`config.mk`:
```
export PLATFORM = sky130hd
export DESIGN_NAME = fetch_unit
export DESIGN_NICKNAME = d
export VERILOG_FILES = /design/src/rtl/fetch_unit.sv
export SDC_FILE = /design/constraint.sdc
export NUM_CORES = 1
export LEC_CHECK = 0
export BUFFER_PORTS_ARGS = -buffer_cell sky130_fd_sc_hd__buf_2
export CAP_MARGIN = 20
export CORE_MARGIN = 2
export CORE_UTILIZATION = 40
export CTS_BUF_LIST = sky130_fd_sc_hd__clkbuf_4 sky130_fd_sc_hd__clkbuf_8 sky130_fd_sc_hd__clkbuf_16
export CTS_CLUSTER_SIZE = 20
export DETAILED_ROUTE_END_ITERATION = 10
export GPL_ROUTABILITY_DRIVEN = 0
export PLACE_DENSITY = 0.69
export SKIP_LAST_GASP = 1
export SLEW_MARGIN = 20
export SYNTH_ARGS = -nofsm -noshare
export SYNTH_HDL_FRONTEND = slang
export SYNTH_SLANG_ARGS = --single-unit
```
`constraint.sdc`:
```
create_clock -name clk -period 3.05 [get_ports clk]
set_clock_uncertainty 0.05 [all_clocks]
set_input_delay 0.1525 -clock clk [delete_from_list [all_inputs] [get_ports clk]]
set_output_delay 0.1525 -clock clk [all_outputs]
set_load 0.01 [all_outputs]
```
`src/rtl/fetch_unit.sv`:
```
// Instruction-fetch stage: PC sequencing, instruction-memory request and the
// IF/ID register, including the single-instruction EXEC detour and return.
module fetch_unit #(
  parameter int unsigned         ISIZE    = 16,
  parameter int unsigned         ASIZE    = 16,
  parameter logic [ASIZE-1:0]    RESET_PC = '0
) (
  input  logic             clk,
  input  logic             rst,
  input  logic             stall,
  input  logic             pc_ctrl,
  input  logic [ASIZE-1:0] redirect_addr,
  input  logic             exec_req,
  input  logic [ASIZE-1:0] exec_addr,
  output logic             imem_req,
  output logic [ASIZE-1:0] imem_addr,
  input  logic             imem_ack,
  input  logic [ISIZE-1:0] imem_data,
  output logic [ISIZE-1:0] instr_out,
  output logic [ASIZE-1:0] pc_out,
  output logic             instr_valid,
  output logic             exec_slot
);

  localparam logic [0:0] ST_FETCH = 1'b0;
  localparam logic [0:0] ST_EXEC  = 1'b1;

  logic [0:0]       state_q, state_d;
  logic [ASIZE-1:0] pc_q, pc_d;
  logic [ASIZE-1:0] ret_pc_q, ret_pc_d;
  logic [ISIZE-1:0] instr_q, instr_d;
  logic [ASIZE-1:0] pc_out_q, pc_out_d;
  logic             valid_q, valid_d;
  logic             exec_slot_q, exec_slot_d;

  // Request is withheld whenever this cycle's fetch would be discarded or held.
  assign imem_req  = rst & ~stall & ~pc_ctrl & ~exec_req;
  assign imem_addr = pc_q;

  assign instr_out   = instr_q;
  assign pc_out      = pc_out_q;
  assign instr_valid = valid_q;
  assign exec_slot   = exec_slot_q;

  // Next-state: redirect > exec > stall > fetch/wait.
  always_comb begin
    state_d     = state_q;
    pc_d        = pc_q;
    ret_pc_d    = ret_pc_q;
    instr_d     = instr_q;
    pc_out_d    = pc_out_q;
    valid_d     = valid_q;
    exec_slot_d = exec_slot_q;

    if (pc_ctrl) begin
      pc_d        = redirect_addr;
      state_d     = ST_FETCH;
      instr_d     = '0;
      valid_d     = 1'b0;
      exec_slot_d = 1'b0;
    end else if (exec_req && (state_q == ST_FETCH)) begin
      ret_pc_d    = pc_out_q;
      pc_d        = exec_addr;
      state_d     = ST_EXEC;
      instr_d     = '0;
      valid_d     = 1'b0;
      exec_slot_d = 1'b0;
    end else if (stall) begin
      state_d = state_q;
    end else if (imem_req && imem_ack) begin
      instr_d = imem_data;
      valid_d = 1'b1;
      if (state_q == ST_EXEC) begin
        // Link PC points past the EXEC instruction, not past the target.
        pc_out_d    = ret_pc_q;
        exec_slot_d = 1'b1;
        pc_d        = ret_pc_q;
        state_d     = ST_FETCH;
      end else begin
        pc_out_d    = pc_q + ASIZE'(1);
        exec_slot_d = 1'b0;
        pc_d        = pc_q + ASIZE'(1);
      end
    end else begin
      instr_d     = '0;
      valid_d     = 1'b0;
      exec_slot_d = 1'b0;
    end
  end

  always_ff @(posedge clk or negedge rst) begin
    if (!rst) begin
      state_q     <= ST_FETCH;
      pc_q        <= RESET_PC;
      ret_pc_q    <= '0;
      instr_q     <= '0;
      pc_out_q    <= '0;
      valid_q     <= 1'b0;
      exec_slot_q <= 1'b0;
    end else begin
      state_q     <= state_d;
      pc_q        <= pc_d;
      ret_pc_q    <= ret_pc_d;
      instr_q     <= instr_d;
      pc_out_q    <= pc_out_d;
      valid_q     <= valid_d;
      exec_slot_q <= exec_slot_d;
    end
  end

endmodule

```
; Yosys cells after proc, flatten, opt, wreduce, memory -nomap -nowiden
; Cells that the tools add are included.
[word_totals]
regBits = 67
output_inout_bits = 51
elab_cells = 45
[classes]
n_addsub = 1
n_eq_ne = 1
muxes = 22
n_bitwise = 8
reduce_logical = 6
[op_table]
columns = cell, n
row1 = $mux W16, 9
row2 = $add A16 B1 Y16 const B, 1
row3 = $mux W1, 13
row4 = $not A1 Y1, 5
row5 = $reduce_and A2 Y1, 2
row6 = $reduce_and A4 Y1, 1
row7 = $and A1 B1 Y1, 3
row8 = $ne A3 B1 Y1 const B, 1
row9 = $reduce_bool A3 Y1, 1
row10 = $logic_and A1 B1 Y1, 2

; Depth between registers and ports, before layout
; Gate-level depths: netlist of run 1.
[logic_depth]
word_depth = 9
ltp_mapped = 9
mapped_depth_nobuf = 6

; Worst setup path before layout of run 1
; Ideal clock, no wire load.
[synth_timing]
path_kind = reg2reg
start = reg pc_q[0] (netlist: imem_addr[0])
end = reg pc_q[4] (netlist: imem_addr[4])
setup_ns = 0.086
t_arrival_ns = 1.533
t_required_ns = 2.914
slack_ns = 1.381
path_stages_with_launch = 8
path_buffers = 1
period_less_slack_ns = 1.669
cell_sequence = dfrtp_1 ha_1 clkbuf_1 nand3_1 xor2_1 o21ai_0 nor2_1 nor3_1
[synth_between]
elab_chain_cells = 6
[synth_lines]
columns = item, line
row1 = "start, declared", 29  ; logic [ASIZE-1:0] pc_q, pc_d;
row2 = "start signal, assigned", 102  ; pc_q <= pc_d;
row3 = $add A16 B1 Y16, 82  ; pc_d = pc_q + ASIZE'(1);
row4 = $mux W16, 73  ; if (state_q == ST_EXEC) begin
row5 = $mux W16, 70  ; end else if (imem_req && imem_ack) begin
row6 = $mux W16, 68  ; end else if (stall) begin
row7 = $mux W16, 61  ; end else if (exec_req && (state_q == ST_FETCH)) begin
row8 = $mux W16, 55  ; if (pc_ctrl) begin
; Every way passes these cells. The select of a mux whose other input is x is not followed.
; A chain may end at the register's enable or synchronous reset.

; Final worst setup path of run 1
[layout_timing]
start = in rst
end = reg pc_q[0] (netlist: imem_addr[0])
[layout_between]
elab_chain_cells = 6
[layout_lines]
columns = item, line
row1 = "start, declared", 9  ; input logic rst,
row2 = $and A1 B1 Y1 (3 in series), 37  ; assign imem_req = rst & ~stall & ~pc_ctrl & ~exec_req;
row3 = $logic_and A1 B1 Y1, 70
row4 = $reduce_bool A3 Y1 (no line), n/a
row5 = $reduce_and A2 Y1 (no line), n/a
; Every way passes these cells.

==> impl_metrics.yaml, run 1 <==
floorplan:
  initial_utilization: 0.4078
  io_pins: 105
  die_x_um: 95.06
  row_count: 33
  die_h_um: 95.06
  die-area_sq_um: 9036
  core-area_sq_um: 8134
synth:
  synth_edf_count: 0
  syn-instance-count: 355
  synth_area_sq_um: 3317
  synth_most_common_cell: "nand2_1"
  synth_xor_area_frac: 0.03169
  synthDistinctLibCells: 56
  synthMuxAreaShare: 0.009053
  synth_top_family_by_area: "simple AND/OR/NAND/NOR gates"
  syn-num-nets: 410
  yosysWarnings: 0
  synth_fa_ha_area_frac: 0.003772
  syn_area_per_cell_sq_um: 9.343
  synth_area_leaders: "dfrtp_1 51%, nand2_1 11%, a22o_1 4.2%"
  synth_compound_area_frac: 0.1735
  yosysTopAreaCell: "dfrtp_1"
  async_flop_share: 1.000
  synth_seq_area_share: 0.5055
  ys_ff_latch: 67
  yosys_most_used_dff: "dfrtp_1"
  synthTopCellsByCount: "94 x nand2_1, 67 x dfrtp_1, 18 x o21ai_0"
  synthSimpleGateAreaFrac: 0.2343
  synth_top_area_frac: 0.5055
pwr:
  vdd_drop_max_v: 0.0002178
  leakage_nw: 2.163
  powerDensity_nw_per_um2: 577.2
  power_mw: 2.501
clocking:
  root_buffer: "clkbuf_8"
  htreeDepth: 3
  post-cts-setup-buffers: 0
  clkLatencyLatePin_ps: 340
  cts.path.max_buffers: 2
  clock-sinks: 67
  clkTransAtPathRegs_ps: 70
  ctsHoldBuffers: 21
  cts.repair.resized: 0
  numCtsBuffers: 9
  cts_tree: "done"
setup_path:
  worstPathMaxFanout: 29
  critPathSlowestCell: "dlygate4sd3_1"
  crit_path_max_incr_delay_ps: 510
  path_class: "in2reg"
  critPathCaptureType: "register"
  worstPathArrival_ps: 2320
  crit_path_start_kind: "input port"
  critPathRequiredTime_ps: 3210
  path_cells: "dlygate4sd3_1, buf_2, nand3b_1, nor3_4, buf_4, o211ai_1, o21ai_1, a21oi_1"
final_layout:
  final_util: 0.5327
  nets: 530
  fin_cells: 585
  synthToLayoutAreaGrowth_pct: 30.63
  diodes: 0
  final_area_sq_um: 4333
  drive_gt1_frac: 0.2833
grt:
  grt_pass1_wl_um: 15010
  grt_pass1_vias: 3039
  grt_max_degree: 55
  antenna_found_initial: 0
  overflow: 0
  gr-usage-all-layers: 0.2172
route:
  ant_nets: 0
  drtIter0Drc: 248
  drt_wl_total_um: 9573
  vias: 3155
  wl_per_cell_um: 16.36
  vias_per_cell: 5.393
  drtPass1Iterations: 4
  drc_errors: 0
placed_design:
  placed_area_sq_um: 3896
  dp_slack_ps: 942.2
  dp_hpwl_um: 6576
  dp.cells: 548
  portBuffers: 104
run:
  max_cap_violations: 0
timing:
  slew_violations: 0
  period_minus_slack_ps: 2158
  holdWs_ps: 0.5229
  setup_ws_ps: 891.8
  tightestPinTransition_ps: 694.8
  finalSetupViolations: 0
  slew_headroom: 0.5368
  clock.fmax_mhz: 463.3
  period_share: 0.7076
  tns_ps: 0
  hold_viol_final: 0
  grt_setup_unrepaired: "false"
min_path:
  holdCritPathClass: "in2reg"
run_status:
  status: "finished clean"
cells by family after synthesis:
family          Yosys count
simple gates            160
compound gates           85
flops                    67
buf+inv                  27
xor+xnor                 12
mux                       3
fa+ha+maj                 1
flip-flops by register name, indices dropped and copies added, names as in the netlist:
signal,count
state_q,1
ret_pc_q,16
exec_slot,1
instr_valid,1
pc_out,16
imem_addr,16
instr_out,16
cell usage in the layout (no fill, tap or decap), types with 3 or more instances in the layout:
cell and n:
xor2_1 5, nand2_1 94, mux2i_1 3, buf_2 104, o21ai_1 4, o21a_1 3
nor3_1 6, xnor2_1 7, clkbuf_8 10, a211oi_1 3, nand4_1 6, a21oi_1 13
buf_4 7, and4_1 3, inv_1 4, o221ai_1 3, o22ai_1 9, and3_1 8
o21ai_0 18, o211ai_1 4, nor2_1 13, nand3_1 11, a22o_1 16, dfrtp_1 67
dlygate4sd3_1 21
critical path, delay by kind of cell:
| family | cells | cell delay (ps) |
|---|---|---|
| buffers and inverters | 3 | 1200 |
| and+or+nand+nor | 2 | 610 |
| AOI/OAI and AO/OA | 3 | 350 |
layer usage:
layer  up-vias  part of all wire  GRT usage
met5         -                 0          0
met4         0             0.013    0.07488
met3        10             0.065    0.04664
met2       111              0.48     0.3474
met1      1530              0.44     0.2927
li1       1504                 -          -
where the power goes:
part           switching, mW  internal, mW  leakage (nW)
Combinational          0.273         0.220          1.19
Sequential             0.140          1.03         0.861
Clock                  0.358         0.482         0.108
final cells by class:
cell class	count	area, sq um
Clock buffer	10	137.6
Clock inverter	6	88.84
Fill cell	771	3801
Inverter	4	15.01
Multi-Input combinational cell	261	1500
Sequential cell	67	1677
Tap cell	105	131.4
Timing Repair Buffer	132	783.3
path summary, 6_finish.rpt:
path / from / to / slack, ps / cells past startpoint
min in group asynchronous: rst / instr_out[5] / 180 / 2
hold / removal: imem_data[8] / instr_out[8] / 0.5 / 2
max in group asynchronous: rst / imem_addr[0] / 1760 / 3
hold reg to reg: exec_slot / exec_slot / 420 / 2
setup / recovery: rst / imem_addr[0] / 890 / 8
setup reg to reg: state_q / instr_out[7] / 910 / 4
No activity file was read; power rests on OpenSTA's default activity.
==> inputs of run 2 (changes only) <==
Clock period 3.05 ns to 2 ns, I/O delays scaled along.
==> run 2 against run 1 <==
Effect of this change:
- power grew 50%
- highest routed layer unchanged
- via count grew 2.7%
- combinational power grew 64%
- core utilization grew 1.7 points
- die area is the same
- first-iteration DRC count shrank 38%
- largest cell class unchanged
- routed wire length grew 6.6%
- global-route usage grew 1.6 points
- critical path type is now in2out
==> impl_metrics.yaml, run 2 (synthesis results as in run 1) <==
floorplan:
  die-area_sq_um: 9036
  initial_utilization: 0.4078
  die_h_um: 95.06
  die_x_um: 95.06
  core-area_sq_um: 8134
  row_count: 33
  io_pins: 105
setup_path:
  critPathRequiredTime_ps: 1850
  worstPathMaxFanout: 39
  crit_path_start_kind: "input port"
  path_class: "in2out"
  crit-reg2reg-launch: "imem_addr[3]"
  path_delay_family: "buffers and inverters"
  cpMostUsedCell: "buf_2"
  reg2reg_to: "pc_out[15]"
  ff2ff_path_depth: 5
  reg2reg_setup_slack_ps: 250
  worstPathArrival_ps: 1710
  crit_path_max_incr_delay_ps: 530
  path_cells: "dlygate4sd3_1, buf_2, buf_4, nor4b_1, buf_2"
  critPathCaptureType: "output pin"
  critPathSlowestCell: "dlygate4sd3_1"
  crit_cells: 5
  crit_buf_inv: 4
timing:
  slew_violations: 0
  finalSetupViolations: 0
  hold_viol_final: 0
  clock.fmax_mhz: 536.8
  tns_ps: 0
  slew_headroom: 0.5610
  period_minus_slack_ps: 1863
  grt_setup_unrepaired: "false"
  tightestPinTransition_ps: 658.6
  period_share: 0.9314
final_layout:
  drive_gt1_frac: 0.2978
  synthToLayoutAreaGrowth_pct: 34.70
  diodes: 0
  fin_cells: 602
  final_common_cell: "buf_2"
  final_cell_mix: "104 x buf_2, 94 x nand2_1, 67 x dfrtp_1"
  fill_cells: 734
  final_area_sq_um: 4468
  final_util: 0.5493
  nets: 547
clocking:
  root_buffer: "clkbuf_8"
  cts_tree: "done"
  clkLatencyLatePin_ps: 360
  clock-sinks: 67
  numCtsBuffers: 9
  clkTransAtPathRegs_ps: 90
  htreeDepth: 3
  cts.path.max_buffers: 2
  post-cts-setup-buffers: 0
grt:
  gr-usage-all-layers: 0.2330
  overflow: 0
  antenna_found_initial: 0
  grt_pass1_wl_um: 15950
  grt_pass1_vias: 3150
  grt_max_degree: 69
route:
  drtIter0Drc: 153
  vias_per_cell: 5.384
  wl_per_cell_um: 16.95
  vias: 3241
  ant_nets: 0
  drt_wl_total_um: 10200
  drtPass1Iterations: 5
  drc_errors: 0
pwr:
  powerDensity_nw_per_um2: 841.0
  vdd_drop_max_v: 0.0003778
  p_sw_mw: 1.230
  power.share.combinational: 0.215
  swShare: 0.3272
  seq_power_share: 0.470
  p_clk_frac: 0.315
  leakage_nw: 2.237
  cell_internal_pwr_mw: 2.528
placed_design:
  dp_hpwl_um: 7052
  dp.cells: 558
  placed_area_sq_um: 3971
  portBuffers: 104
min_path:
  holdCritPathClass: "in2reg"
  whs_endpoint: "imem_addr[0]"
  worstHoldStart: "exec_addr[0]"
  whs_path_depth: 3
run_status:
  status: "finished clean"
run:
  max_cap_violations: 0
## run 2: worst max-delay path by stage
stage | from | endpoint | slack, ps
4_1_cts | imem_addr[2] | imem_addr[11] | 220
3_5_place_dp | imem_addr[2] | imem_addr[11] | 240
5_1_grt | rst | imem_req | 40
2_1_floorplan | imem_addr[0] | imem_addr[4] | 330
3_3_place_gp | imem_addr[2] | imem_addr[10] | 280
6_report | rst | imem_req | 140
## run 2: cell type report
type	count	area, sq um	share of cell area
repair buffers	149	938.4	0.2100
clock inverters	7	81.33	0.01820
well taps	105	131.4	0.02940
clock buffers	9	123.9	0.02772
inverters	4	15.01	0.003360
flip-flops and latches	67	1677	0.3752
multi-input cells	261	1501	0.3360
## run 2: worst min-delay path: stages
cell	delay [ps]
buf_2	70
o21ai_1	60
a21oi_1	150
## run 2: layer usage
layer  track usage  up-vias  wire length [um]
li1              -     1528                 -
met4        0.1051        0               241
met3       0.04427       20               597
met5             0        -                 0
met1        0.3116     1561              4506
met2        0.3674      132              4856
## run 2: repair_timing
item                                   4_1_cts  5_1_grt
setup endpoints to repair                    0        1
gates resized for setup                      0        1
endpoints found under the hold margin       90       30
hold buffers                                26        2
## run 2: stage by stage
stage	setup WS (ps)	hold slack (ps)	power (mW)
final	137.1	16.51	3.758
after detailed placement	237.0	271.5	2.546
after global routing	41.59	27.77	3.964
after CTS	220.1	-49.39	3.770
after floorplan	331.4	-245.6	2.179
after global placement	283.9	270.2	2.529
## run 2: power groups by stage
stage / Clock, mW / Combinational, mW / Sequential (mW)
2_1_floorplan: 0 / 0.377 / 1.80
3_3_place_gp: 0 / 0.751 / 1.78
3_5_place_dp: 0 / 0.763 / 1.78
4_1_cts: 1.20 / 0.805 / 1.76
5_1_grt: 1.26 / 0.911 / 1.79
6_report: 1.18 / 0.808 / 1.77
